File: config.mk
export PLATFORM = sky130hd
export DESIGN_NAME = display_scan_controller
export DESIGN_NICKNAME = d
export VERILOG_FILES = /design/src/rtl/display_pkg.sv /design/src/rtl/scan_timer.sv /design/src/rtl/display_scan_controller.sv
export SDC_FILE = /design/constraint.sdc
export NUM_CORES = 1
export LEC_CHECK = 0
export BUFFER_PORTS_ARGS = -buffer_cell sky130_fd_sc_hd__buf_2
export CORE_UTILIZATION = 35
export DETAILED_ROUTE_END_ITERATION = 7
export PLACE_DENSITY = 0.53
export REMOVE_ABC_BUFFERS = 1
export SLEW_MARGIN = 5
export SYNTH_ARGS = -nofsm -noshare
export SYNTH_HDL_FRONTEND = slang
export SYNTH_HIERARCHICAL = 1
export SYNTH_SLANG_ARGS = --single-unit
File: constraint.sdc
create_clock -name clock -period 3.6 [get_ports clock]
set_clock_uncertainty 0.05 [all_clocks]
set_input_delay 0.36 -clock clock [delete_from_list [all_inputs] [get_ports clock]]
set_output_delay 0.36 -clock clock [all_outputs]
set_load 0.03 [all_outputs]
File: src/rtl/display_pkg.sv
// Shared types for the seven-segment scan controller.
package display_pkg;

    localparam int NIBBLE_W = 4;

    typedef enum logic [1:0] {
        IDLE,
        BLANK,
        SHOW
    } scan_state_t;

endpackage

File: src/rtl/scan_timer.sv
// Loadable down-counter; done is high while running with the count at zero, and the
// owning FSM reloads it on that cycle, so done appears as a single-cycle pulse.
module scan_timer #(
    parameter int WIDTH = 8
) (
    input  logic             clock,
    input  logic             resetN,
    input  logic             reload,
    input  logic [WIDTH-1:0] reload_value,
    input  logic             run,
    output logic             done
);

    logic [WIDTH-1:0] count;

    // NOTE: non-blocking assignments so every register samples pre-edge values.
    always_ff @(posedge clock) begin
        if (!resetN) begin
            count <= '0;
        end else if (reload) begin
            count <= reload_value;
        end else if (run && count != '0) begin
            count <= count - 1'b1;
        end
    end

    assign done = run && (count == '0);

endmodule

File: src/rtl/display_scan_controller.sv
// Scans NUM_DIGITS digits through one shared decoder: blank all anodes while the decoder
// settles on the new nibble, then light one anode; display value is double-buffered.
module display_scan_controller
    import display_pkg::*;
#(
    parameter int NUM_DIGITS   = 4,
    parameter int DWELL_CYCLES = 50000,
    parameter int BLANK_CYCLES = 500
) (
    input  logic                         clock,
    input  logic                         resetN,
    input  logic                         enable,
    input  logic                         load,
    input  logic [NIBBLE_W*NUM_DIGITS-1:0] displayValue,
    input  logic [NUM_DIGITS-1:0]        errorMask,
    output logic                         loadAck,
    output logic                         frameStart,
    output logic [NIBBLE_W-1:0]          binaryNumber,
    output logic                         isError,
    output logic [NUM_DIGITS-1:0]        digitEnable
);

    localparam int MAX_CYCLES = (DWELL_CYCLES > BLANK_CYCLES) ? DWELL_CYCLES : BLANK_CYCLES;
    localparam int TIMER_W    = $clog2(MAX_CYCLES + 1);
    localparam int IDX_W      = (NUM_DIGITS > 1) ? $clog2(NUM_DIGITS) : 1;
    localparam int VALUE_W    = NIBBLE_W * NUM_DIGITS;
    localparam logic [IDX_W-1:0] LAST_IDX = IDX_W'(NUM_DIGITS - 1);

    scan_state_t               state;
    logic [IDX_W-1:0]          idx;
    logic [VALUE_W-1:0]        active_value, shadow_value, commit_value, src_value;
    logic [NUM_DIGITS-1:0]     active_mask, shadow_mask, commit_mask, src_mask;
    logic                      pending;

    logic                      timer_done, timer_reload;
    logic [TIMER_W-1:0]        timer_value;
    logic                      enter_blank, frame_start, commit;
    logic [IDX_W-1:0]          next_idx;
    logic [NIBBLE_W-1:0]       next_number;
    logic                      next_error;

    assign enter_blank = enable && (state == IDLE || (state == SHOW && timer_done));
    assign frame_start = enter_blank && (state == IDLE || idx == LAST_IDX);
    assign commit      = frame_start && (pending || load);

    // The timer restarts on every state change; dropping enable parks it at zero.
    assign timer_reload = !enable || enter_blank || (state == BLANK && timer_done);
    assign timer_value  = !enable    ? '0 :
                          enter_blank ? TIMER_W'(BLANK_CYCLES - 1) :
                                        TIMER_W'(DWELL_CYCLES - 1);

    // NOTE: every always_comb output is assigned on every path, so no latches are inferred.
    always_comb begin
        commit_value = load ? displayValue : shadow_value;
        commit_mask  = load ? errorMask : shadow_mask;
        src_value    = commit ? commit_value : active_value;
        src_mask     = commit ? commit_mask : active_mask;
        next_idx     = frame_start ? '0 : idx + 1'b1;
        next_number  = src_value[int'(next_idx) * NIBBLE_W +: NIBBLE_W];
        next_error   = src_mask[next_idx];
    end

    scan_timer #(.WIDTH(TIMER_W)) u_timer (
        .clock        (clock),
        .resetN       (resetN),
        .reload       (timer_reload),
        .reload_value (timer_value),
        .run          (state != IDLE),
        .done         (timer_done)
    );

    always_ff @(posedge clock) begin
        if (!resetN) begin
            state        <= IDLE;
            idx          <= '0;
            active_value <= '0;
            active_mask  <= '0;
            shadow_value <= '0;
            shadow_mask  <= '0;
            pending      <= 1'b0;
            loadAck      <= 1'b0;
            frameStart   <= 1'b0;
            binaryNumber <= '0;
            isError      <= 1'b0;
            digitEnable  <= '0;
        end else begin
            loadAck    <= commit;
            frameStart <= frame_start;

            if (load) begin
                shadow_value <= displayValue;
                shadow_mask  <= errorMask;
            end
            if (commit) begin
                active_value <= commit_value;
                active_mask  <= commit_mask;
                pending      <= 1'b0;
            end else if (load) begin
                pending <= 1'b1;
            end

            if (!enable) begin
                state       <= IDLE;
                idx         <= '0;
                digitEnable <= '0;
            end else if (enter_blank) begin
                state        <= BLANK;
                idx          <= next_idx;
                digitEnable  <= '0;
                binaryNumber <= next_number;
                isError      <= next_error;
            end else if (state == BLANK && timer_done) begin
                state       <= SHOW;
                digitEnable <= NUM_DIGITS'(1) << idx;
            end
        end
    end

endmodule
==> summary.txt, run 1 <==
Routing
  • Pre-antenna DRT Iters: 4
  • ANT nets after route: 0
  • WL final: 7070 microns
  • Avg WL per Cell: 14.1 microns
  • Residual DRC count: 0
  • 1st-iter DRT viols: 143
  • Vias: 2621
  • Via density: 5.21

Job
  • Max Cap Viol: 0

Pwr
  • Flop pwr share: 0.510
  • Power Total: 1.72 mW
  • Leak pwr: 1.71 nW
  • Net Sw Power: 0.461 mW
  • Maximum VDD drop: 0.000276 V
  • Combinational power share: 0.137
  • Sw frac: 0.268
  • Pwr dens: 451 nW/um^2
  • P_int: 1.26 mW
  • Share of power burned in the clock network: 0.353

Floorplanning
  • Row count: 35
  • Die ar.: 9880 sq um
  • Starting Density: 0.361
  • Core ar.: 9200 sq um
  • Ports: 35
  • Die Wd: 99.4 microns
  • Chip height: 99.4 microns

Finish
  • Commonest non-fill, non-tap cell in the layout: dfxtp_1
  • Area Overhead vs Synth: 14.7%
  • Layout cell share with drive strength beyond 1: 0.176
  • Nets@finish: 418
  • Diodes inserted: 0
  • Commonest non-fill, non-tap cells in the layout: dfxtp_1, buf_2, mux2i_1

Synth
  • Share of flip-flops with an asynchronous set or reset: 0
  • Mapped Cells: 349
  • Synth warn: 6
  • Seq cells post-synth: 72
  • Synthesized area: 3320 sq um
  • Post-synth EDFFs: 0
  • Synthesized area per cell: 9.51 sq um
  • Post-synth cell types: 58
  • Predominant post-synthesis flop cell: dfxtp_1
  • Sequential area share after synthesis: 0.434

Clock network
  • Root Buffer Master: clkbuf_8
  • Htree depth: 3
  • CTS buffer count: 9
  • Clock sink count: 72
  • Clk slew on worst S/H paths: 0.07 ns
  • Post_cts resized: 0
  • Clk_lat worst skew: 0.35 ns
  • Setup bufs post-CTS: 0
  • Clk buf depth: 2
  • CTS tree: done
  • Cts hold-fix bufs: 0

Place
  • DP Wirelength: 4940 microns
  • Placer Congestion: 0.754
  • Count of buffers from port buffering: 34
  • DP Worst Slack: 0.464 ns

STA
  • RSZ-0062 raised after global routing: no
  • Hold slack: 0.236 ns
  • Final Critical Period: 3.21 ns
  • Setup-failing EPs final: 0
  • Setup_tns: 0 ns
  • Slew Limit Fails: 0
  • Final Cycle Share: 0.892
  • FMAX: 312 MHz
  • Least-Margin Pin Slew: 0.689 ns
  • Slew margin rel.: 0.541
  • Setup slack after layout: 0.390 ns
  • Fin. Hold Viols: 0

Setup path
  • CP Class: reg -> reg
  • Worst setup EP type: flip-flop
  • Crit Path Max Fanout: 19
  • Worst EP arrival: 3.40 ns
  • CP Launch Type: flip-flop
  • Worst EP required: 3.79 ns

GRT
  • Number of global-route vias before repair: 2480
  • Initial antenna violation count: 0
  • Largest net degree at the start of global routing: 44
  • Global-route wire length before repair: 12000 microns
  • GRT Total Usage: 0.156
  • Overflow after GRT: 0

Hold path
  • Hold crit path type: in -> reg

Status
  • Status: completed
-- cell usage after synthesis (4+ instances only) --
cell type / number / area [sq um]
o21ai_0: 21 / 105
a211oi_1: 4 / 30.0
ha_1: 5 / 62.6
dfxtp_1: 72 / 1440
mux2i_1: 30 / 300
nand2b_1: 4 / 25.0
o211a_1: 18 / 180
xnor2_1: 8 / 70.1
o221a_1: 4 / 45.0
nand2_1: 28 / 105
buf_2: 4 / 20.0
nor2b_1: 22 / 138
clkbuf_1: 11 / 41.3
nor3_1: 10 / 50.1
inv_1: 10 / 37.5
nor2_1: 20 / 75.1
a21oi_1: 24 / 120
a222oi_1: 4 / 40.0
o21bai_1: 4 / 30.0
-- final timing paths --
| path | startpoint | slack [ns] | depth (start not counted) | endpoint |
|---|---|---|---|---|
| setup / recovery | u_timer/count[0]$_SDFFE_PN0P_ | 0.39 | 13 | u_timer/count[13]$_SDFFE_PN0P_ |
| hold / removal | displayValue[11] | 0.24 | 3 | shadow_value[11]$_SDFF_PN0_ |
| setup reg to reg | u_timer/count[0]$_SDFFE_PN0P_ | 0.39 | 13 | u_timer/count[13]$_SDFFE_PN0P_ |
| hold reg to reg | shadow_value[2]$_SDFF_PN0_ | 0.44 | 2 | shadow_value[2]$_SDFF_PN0_ |
-- worst max-delay path, stage by stage (launching register included) --
cell and delay [ns]:
dfxtp_1 0.33, inv_1 0.09, ha_1 0.18, nor4b_4 0.45, nand2_2 0.19, nor3_1 0.24
nand2b_1 0.18, nand2b_1 0.14, and2_1 0.25, nand2_1 0.17, clkinv_1 0.28, buf_4 0.29
o21ai_0 0.20, a21oi_1 0.05
-- cell type report --
type / instances / area (sq um)
fill: 961 / 5390
multi-input combinational: 251 / 1770
sequential: 72 / 1440
timing repair buffer: 44 / 245
tap: 111 / 139
clock buffer: 10 / 128
clock inverter: 4 / 47.5
inverter: 11 / 41.3
-- metal layers --
layer  up-vias  part of all wire  global-route usage
met5         -                 0                   0
met4         0             0.017              0.0633
met3        15             0.040              0.0436
met2        52              0.46               0.251
met1      1229              0.49               0.198
li1       1325                 -                   -
-- registers in the layout (all words and copies together), names as in the netlist --
name / flops
active_value: 16
shadow_value: 16
u_timer/count: 16
active_mask: 4
binaryNumber: 4
digitEnable: 4
shadow_mask: 4
idx: 2
state: 2
frameStart: 1
isError: 1
loadAck: 1
pending: 1
-- logic make-up (layout without fill, tap and decap cells) --
group	count (synthesis)	in the layout	share of synthesized area
AOI/OAI and AO/OA	93	93	0.208
buffers and inverters	29	69	0.0377
adders and majority gates	5	5	0.0188
DFF	72	72	0.434
muxes	30	30	0.0904
other	1	4	0.00113
and+or+nand+nor	110	110	0.186
xor gates and xnor gates	9	9	0.0237
-- power by group through the flow --
stage / registers [mW] / clock network [mW] / logic [mW]
floorplan: 0.899 / 0 / 0.149
global placement: 0.893 / 0 / 0.235
detailed placement: 0.895 / 0 / 0.237
CTS: 0.877 / 0.625 / 0.238
global route: 0.882 / 0.656 / 0.264
finish: 0.876 / 0.606 / 0.236
-- stage by stage --
stage	instances	util	area, sq um
global route	503	0.414	3810
detailed placement	489	0.395	3630
CTS	503	0.414	3810
global placement	489	0.395	3630
finish	503	0.414	3810
floorplan	334	-	3250
No activity file was read; power rests on OpenSTA's default activity.
==> inputs of run 2 (changes only) <==
CTS_BUF_LIST = sky130_fd_sc_hd__clkbuf_2   (was unset)
RECOVER_POWER = 50   (was unset)
==> summary.txt, run 2 (same netlist as run 1, synthesis figures left out) <==
Routing
  • ANT nets after route: 0 (unchanged)
  • Vias: 2600 (-0.80%)
  • WL final: 6980 microns (-1.3%)
  • Via density: 5.17 (-0.80%)
  • Pre-antenna DRT Iters: 5 (+1)
  • 1st-iter DRT viols: 119 (-17%)
  • Avg WL per Cell: 13.9 microns (-1.3%)
  • Residual DRC count: 0 (unchanged)

Pwr
  • Leak pwr: 1.63 nW (-4.7%)
  • Combinational power share: 0.152 (+0.015)
  • Share of power burned in the clock network: 0.276 (-0.077)
  • Net Sw Power: 0.435 mW (-5.6%)
  • P_int: 1.10 mW (-13%)
  • Power Total: 1.53 mW (-11%)
  • Maximum VDD drop: 0.000173 V (-37%)
  • Flop pwr share: 0.572 (+0.062)
  • Pwr dens: 414 nW/um^2 (-8.3%)
  • Sw frac: 0.284 (+0.0152)

GRT
  • Global-route wire length before repair: 12000 microns (-0.46%)
  • Largest net degree at the start of global routing: 44 (unchanged)
  • Initial antenna violation count: 0 (unchanged)
  • Overflow after GRT: 0 (unchanged)
  • GRT Total Usage: 0.155 (-0.000900)
  • Number of global-route vias before repair: 2467 (-0.52%)

Finish
  • Regs by FF count: active_value (16), shadow_value (16), u_timer/count (16)
  • Diodes inserted: 0 (unchanged)
  • Commonest non-fill, non-tap cell in the layout: dfxtp_1
  • Design area: 3710 sq um (-2.6%)
  • Fillers: 979 (+1.9%)
  • Nets@finish: 418 (unchanged)
  • Layout cell share with drive strength beyond 1: 0.143 (-0.0332)
  • Final Util: 0.403 (-0.0109)
  • Commonest non-fill, non-tap cells in the layout: dfxtp_1, mux2i_1, nand2_1
  • Area Overhead vs Synth: 11.6%
  • Final non-filler cell total: 503 (unchanged)

STA
  • Slew margin rel.: -0.0940 (-0.635)
  • FMAX: 310 MHz (-0.59%)
  • RSZ-0062 raised after global routing: no
  • Setup_tns: 0 ns (unchanged)
  • Fin. Hold Viols: 0 (unchanged)
  • Final Critical Period: 3.23 ns (+0.0189 ns)
  • Setup slack after layout: 0.371 ns (-0.0189 ns)
  • Least-Margin Pin Slew: 1.64 ns (+0.953 ns)
  • Setup-failing EPs final: 0 (unchanged)
  • Slew Limit Fails: 44 (+44)
  • Final Cycle Share: 0.897 (+0.00525)
  • Hold slack: 0.0848 ns (-0.152 ns)

Status
  • Status: complete, but fails checks
  • Failing checks: max-capacitance violations, max-slew violations

Setup path
  • Worst EP arrival: 3.57 ns (+0.17 ns)
  • Slowest stage delay, CP: 0.45 ns (about the same)
  • Most used cell along the critical path: nand2b_1
  • CP Launch Type: flip-flop
  • Worst EP required: 3.94 ns (+0.15 ns)
  • Worst setup EP type: flip-flop
  • Crit Path Max Fanout: 19 (unchanged)
  • Slowest CP cell: nor4b_4
  • Critical-path cell list: inv_1, ha_1, nor4b_4, nand2_2, nor3_1, nand2b_1, nand2b_1, and2_1, nand2_1, clkinv_1, buf_4, o21ai_0, a21oi_1
  • CP Class: reg -> reg

Floorplanning
  • Chip height: 99.4 microns (unchanged)
  • Starting Density: 0.361 (unchanged)
  • Ports: 35 (unchanged)
  • Row count: 35 (unchanged)
  • Die ar.: 9880 sq um (unchanged)
  • Core ar.: 9200 sq um (unchanged)
  • Die Wd: 99.4 microns (unchanged)

Place
  • Count of buffers from port buffering: 34 (unchanged)
  • Placed Area: 3630 sq um (unchanged)
  • DP Wirelength: 4940 microns (unchanged)
  • DP Worst Slack: 0.464 ns (unchanged)
  • Cells after DPL: 489 (unchanged)
  • Placer Congestion: 0.754 (unchanged)

Hold path
  • Hold crit path type: in -> reg

Clock network
  • Clk buf depth: 2 (unchanged)
  • Clk slew on worst S/H paths: 0.18 ns (+0.11 ns)
  • Post_cts resized: 0 (unchanged)
  • Htree depth: 3 (unchanged)
  • CTS buffer count: 9 (unchanged)
  • Root Buffer Master: clkbuf_2
  • CTS tree: done
  • Clk_lat worst skew: 0.49 ns (+0.14 ns)
  • Cts hold-fix bufs: 0 (unchanged)
  • Setup bufs post-CTS: 0 (unchanged)
  • Clock sink count: 72 (unchanged)

Job
  • Max Cap Viol: 1 (+1)
run 2: power groups by stage:
| stage | clock (mW) | combinational (mW) | sequential, mW |
|---|---|---|---|
| global route | 0.481 | 0.262 | 0.884 |
| global placement | 0 | 0.235 | 0.893 |
| CTS | 0.448 | 0.238 | 0.878 |
| detailed placement | 0 | 0.237 | 0.895 |
| finish | 0.423 | 0.233 | 0.878 |
| floorplan | 0 | 0.149 | 0.899 |
run 2: metal layers:
layer | GRT usage | routed length (microns) | share of wire | vias up
met3 | 0.0457 | 278 | 0.040 | 4
li1 | - | - | - | 1327
met4 | 0.0532 | 60 | 0.0086 | 0
met5 | 0 | 0 | 0 | -
met2 | 0.249 | 3280 | 0.47 | 47
met1 | 0.199 | 3370 | 0.48 | 1222
run 2: worst paths after layout:
kind | from | endpoint | slack, ns | depth (start not counted)
hold / removal | displayValue[11] | shadow_value[11]$_SDFF_PN0_ | 0.08 | 3
setup reg to reg | u_timer/count[0]$_SDFFE_PN0P_ | u_timer/count[13]$_SDFFE_PN0P_ | 0.37 | 13
hold reg to reg | active_value[2]$_SDFF_PN0_ | binaryNumber[2]$_SDFFE_PN0P_ | 0.45 | 2
setup / recovery | u_timer/count[0]$_SDFFE_PN0P_ | u_timer/count[13]$_SDFFE_PN0P_ | 0.37 | 13
run 2: critical path, delay by kind of cell, from the launching register on:
kind | cells | cell delay [ns]
AND/OR/NAND/NOR | 7 | 1.61
buffers and inverters | 3 | 0.68
flip-flops | 1 | 0.36
AO/OA/AOI/OAI | 2 | 0.26
adder cells (fa/ha/maj) | 1 | 0.18
run 2: cell type report:
cell class,instances,area (sq um),share of cell area
Multi-Input combinational cell,251,1770,0.476
Sequential cell,72,1440,0.389
Timing Repair Buffer,44,223,0.0601
Tap cell,111,139,0.0375
Clock buffer,10,50.0,0.0135
Clock inverter,4,47.5,0.0128
Inverter,11,41.3,0.0111
==> inputs of run 3 (changes only) <==
BUFFER_PORTS_ARGS = unset   (was -buffer_cell sky130_fd_sc_hd__buf_2)
DONT_BUFFER_PORTS = 1   (was unset)
PLACE_DENSITY = 0.5   (was 0.53)
==> summary.txt, run 3 (same netlist as run 1, synthesis figures left out) <==
Status
  • Status: complete, but fails checks
  • Failing checks: design-rule violations

Clock network
  • Clk slew on worst S/H paths: 0.19 ns (about the same)
  • Setup bufs post-CTS: 0 (unchanged)
  • Post_cts resized: 0 (unchanged)
  • Clk buf depth: 2 (unchanged)
  • Clk_lat worst skew: 0.52 ns (+0.03 ns)
  • Htree depth: 3 (unchanged)
  • Cts hold-fix bufs: 34 (+34)
  • CTS tree: done
  • Root Buffer Master: clkbuf_2
  • CTS buffer count: 9 (unchanged)
  • Clock sink count: 72 (unchanged)

Setup path
  • Worst EP arrival: 3.56 ns (about the same)
  • Critical Path End: isError$_SDFFE_PN0P_
  • Depth of the worst register-to-register path: 10 (-3)
  • R2r endpoint: isError$_SDFFE_PN0P_
  • CP Class: reg -> reg
  • CP Launch Type: flip-flop
  • Crit. Startpoint: u_timer/count[0]$_SDFFE_PN0P_
  • R2r setup slk: 0.42 ns (+0.05 ns)
  • FF-to-FF Start: u_timer/count[0]$_SDFFE_PN0P_
  • Worst setup EP type: flip-flop
  • Worst EP required: 3.98 ns (+0.04 ns)
  • Crit Path Max Fanout: 8 (-11)

Finish
  • Reg area: 1440 sq um (unchanged)
  • Regs by FF count: active_value (16), shadow_value (16), u_timer/count (16)
  • Commonest non-fill, non-tap cell in the layout: dfxtp_1
  • Final non-filler cell total: 502 (-0.20%)
  • Commonest non-fill, non-tap cells in the layout: dfxtp_1, dlygate4sd3_1, mux2i_1
  • Area Overhead vs Synth: 17.6%
  • Layout cell share with drive strength beyond 1: 0.0844 (-0.0585)
  • Diodes inserted: 0 (unchanged)
  • Fillers: 947 (-3.3%)
  • Nets@finish: 415 (-0.72%)
  • Multi-input logic area: 1760 sq um (-0.14%)

Routing
  • Pre-antenna DRT Iters: 6 (+1)
  • ANT nets after route: 0 (unchanged)
  • Avg WL per Cell: 15.1 microns (+8.5%)
  • WL final: 7570 microns (+8.3%)
  • 1st-iter DRT viols: 90 (-24%)
  • Vias: 2636 (+1.4%)
  • Via density: 5.25 (+1.6%)
  • Residual DRC count: 2 (+2)

Floorplanning
  • Core ar.: 9200 sq um (unchanged)
  • Die ar.: 9880 sq um (unchanged)
  • Ports: 35 (unchanged)
  • Row count: 35 (unchanged)
  • Starting Density: 0.361 (unchanged)
  • Chip height: 99.4 microns (unchanged)
  • Die Wd: 99.4 microns (unchanged)

GRT
  • Initial antenna violation count: 0 (unchanged)
  • Overflow after GRT: 0 (unchanged)
  • Global-route wire length before repair: 12600 microns (+4.8%)
  • Number of global-route vias before repair: 2509 (+1.7%)
  • GRT Total Usage: 0.165 (+0.00960)
  • Largest net degree at the start of global routing: 67 (+52%)

Place
  • DP Wirelength: 4710 microns (-4.6%)
  • Count of buffers from port buffering: 0 (-100%)
  • Placer Congestion: 0.786 (+4.2%)
  • Cells after DPL: 452 (-7.6%)

STA
  • RSZ-0062 raised after global routing: no
  • Setup-failing EPs final: 0 (unchanged)
  • Final Cycle Share: 0.884 (-0.0133)
  • Least-Margin Pin Slew: 0.970 ns (-0.671 ns)
  • Setup_tns: 0 ns (unchanged)
  • Final Critical Period: 3.18 ns (-0.0478 ns)
  • Slew margin rel.: 0.346 (+0.440)
  • Fin. Hold Viols: 0 (unchanged)
  • Slew Limit Fails: 0 (-100%)
  • FMAX: 314 MHz (+1.5%)

Pwr
  • Pwr dens: 405 nW/um^2 (-2.3%)
  • Maximum VDD drop: 0.000297 V (+72%)
  • Flop pwr share: 0.563 (-0.009)
  • P_int: 1.12 mW (+2.3%)
  • Net Sw Power: 0.455 mW (+4.6%)
  • Share of power burned in the clock network: 0.286 (+0.010)
  • Combinational power share: 0.151 (about the same)
  • Sw frac: 0.288 (+0.00451)
  • Leak pwr: 1.67 nW (+2.3%)

Hold path
  • Hold crit path type: in -> reg

Job
  • Max Cap Viol: 0 (-1)
[run 3: area by class of cell]
type / count / share of cell area
clock inverter: 6 / 0.0151
tap: 111 / 0.0356
multi-input combinational: 251 / 0.452
sequential: 72 / 0.369
inverter: 11 / 0.0106
clock buffer: 10 / 0.0128
timing repair buffer: 41 / 0.105
[run 3: through the flow]
step                      area, sq um  hold WS [ns]   util  worst slack [ns]  power [mW]
after detailed placement         3440         0.422  0.374             0.561        1.10
after global routing             3900        0.0141  0.424             0.202        1.67
after global placement           3440         0.419  0.374             0.616        1.09
after floorplan                  3250         0.406      -             0.258        1.05
final                            3900        0.0548  0.424             0.419        1.58
after CTS                        3910       0.00864  0.425             0.516        1.61
[run 3: metal layers]
layer / up-vias / track usage / wire (microns) / part of all wire
met5: - / 0 / 0 / 0
met4: 0 / 0.0622 / 119 / 0.016
met3: 9 / 0.0492 / 294 / 0.039
met2: 38 / 0.275 / 3720 / 0.49
met1: 1258 / 0.201 / 3430 / 0.45
li1: 1331 / - / - / -
[run 3: worst min path at each step]
stage	cells past startpoint	to	startpoint	slack, ns
floorplan	2	shadow_value[2]$_SDFF_PN0_	shadow_value[2]$_SDFF_PN0_	0.41
global placement	2	shadow_value[2]$_SDFF_PN0_	shadow_value[2]$_SDFF_PN0_	0.42
finish	2	shadow_value[3]$_SDFF_PN0_	displayValue[3]	0.05
detailed placement	2	shadow_value[2]$_SDFF_PN0_	shadow_value[2]$_SDFF_PN0_	0.42
CTS	3	active_mask[1]$_SDFF_PN0_	load	0.009
global route	2	shadow_value[3]$_SDFF_PN0_	displayValue[3]	0.01
[run 3: power by group through the flow]
stage	registers [mW]	clock network, mW	logic [mW]
after floorplan	0.899	0	0.149
after global placement	0.906	0	0.187
after detailed placement	0.907	0	0.189
after CTS	0.891	0.480	0.241
after global routing	0.897	0.506	0.267
final	0.890	0.451	0.238
[run 3: worst max-delay path, stage by stage, from the launching register on]
cell	delay, ns
dfxtp_1	0.36
inv_1	0.09
ha_1	0.18
nor4b_4	0.44
nand2_1	0.24
nor3_1	0.21
buf_4	0.18
a21boi_4	0.08
o21ai_0	0.77
o21ai_0	0.24
o221a_1	0.26
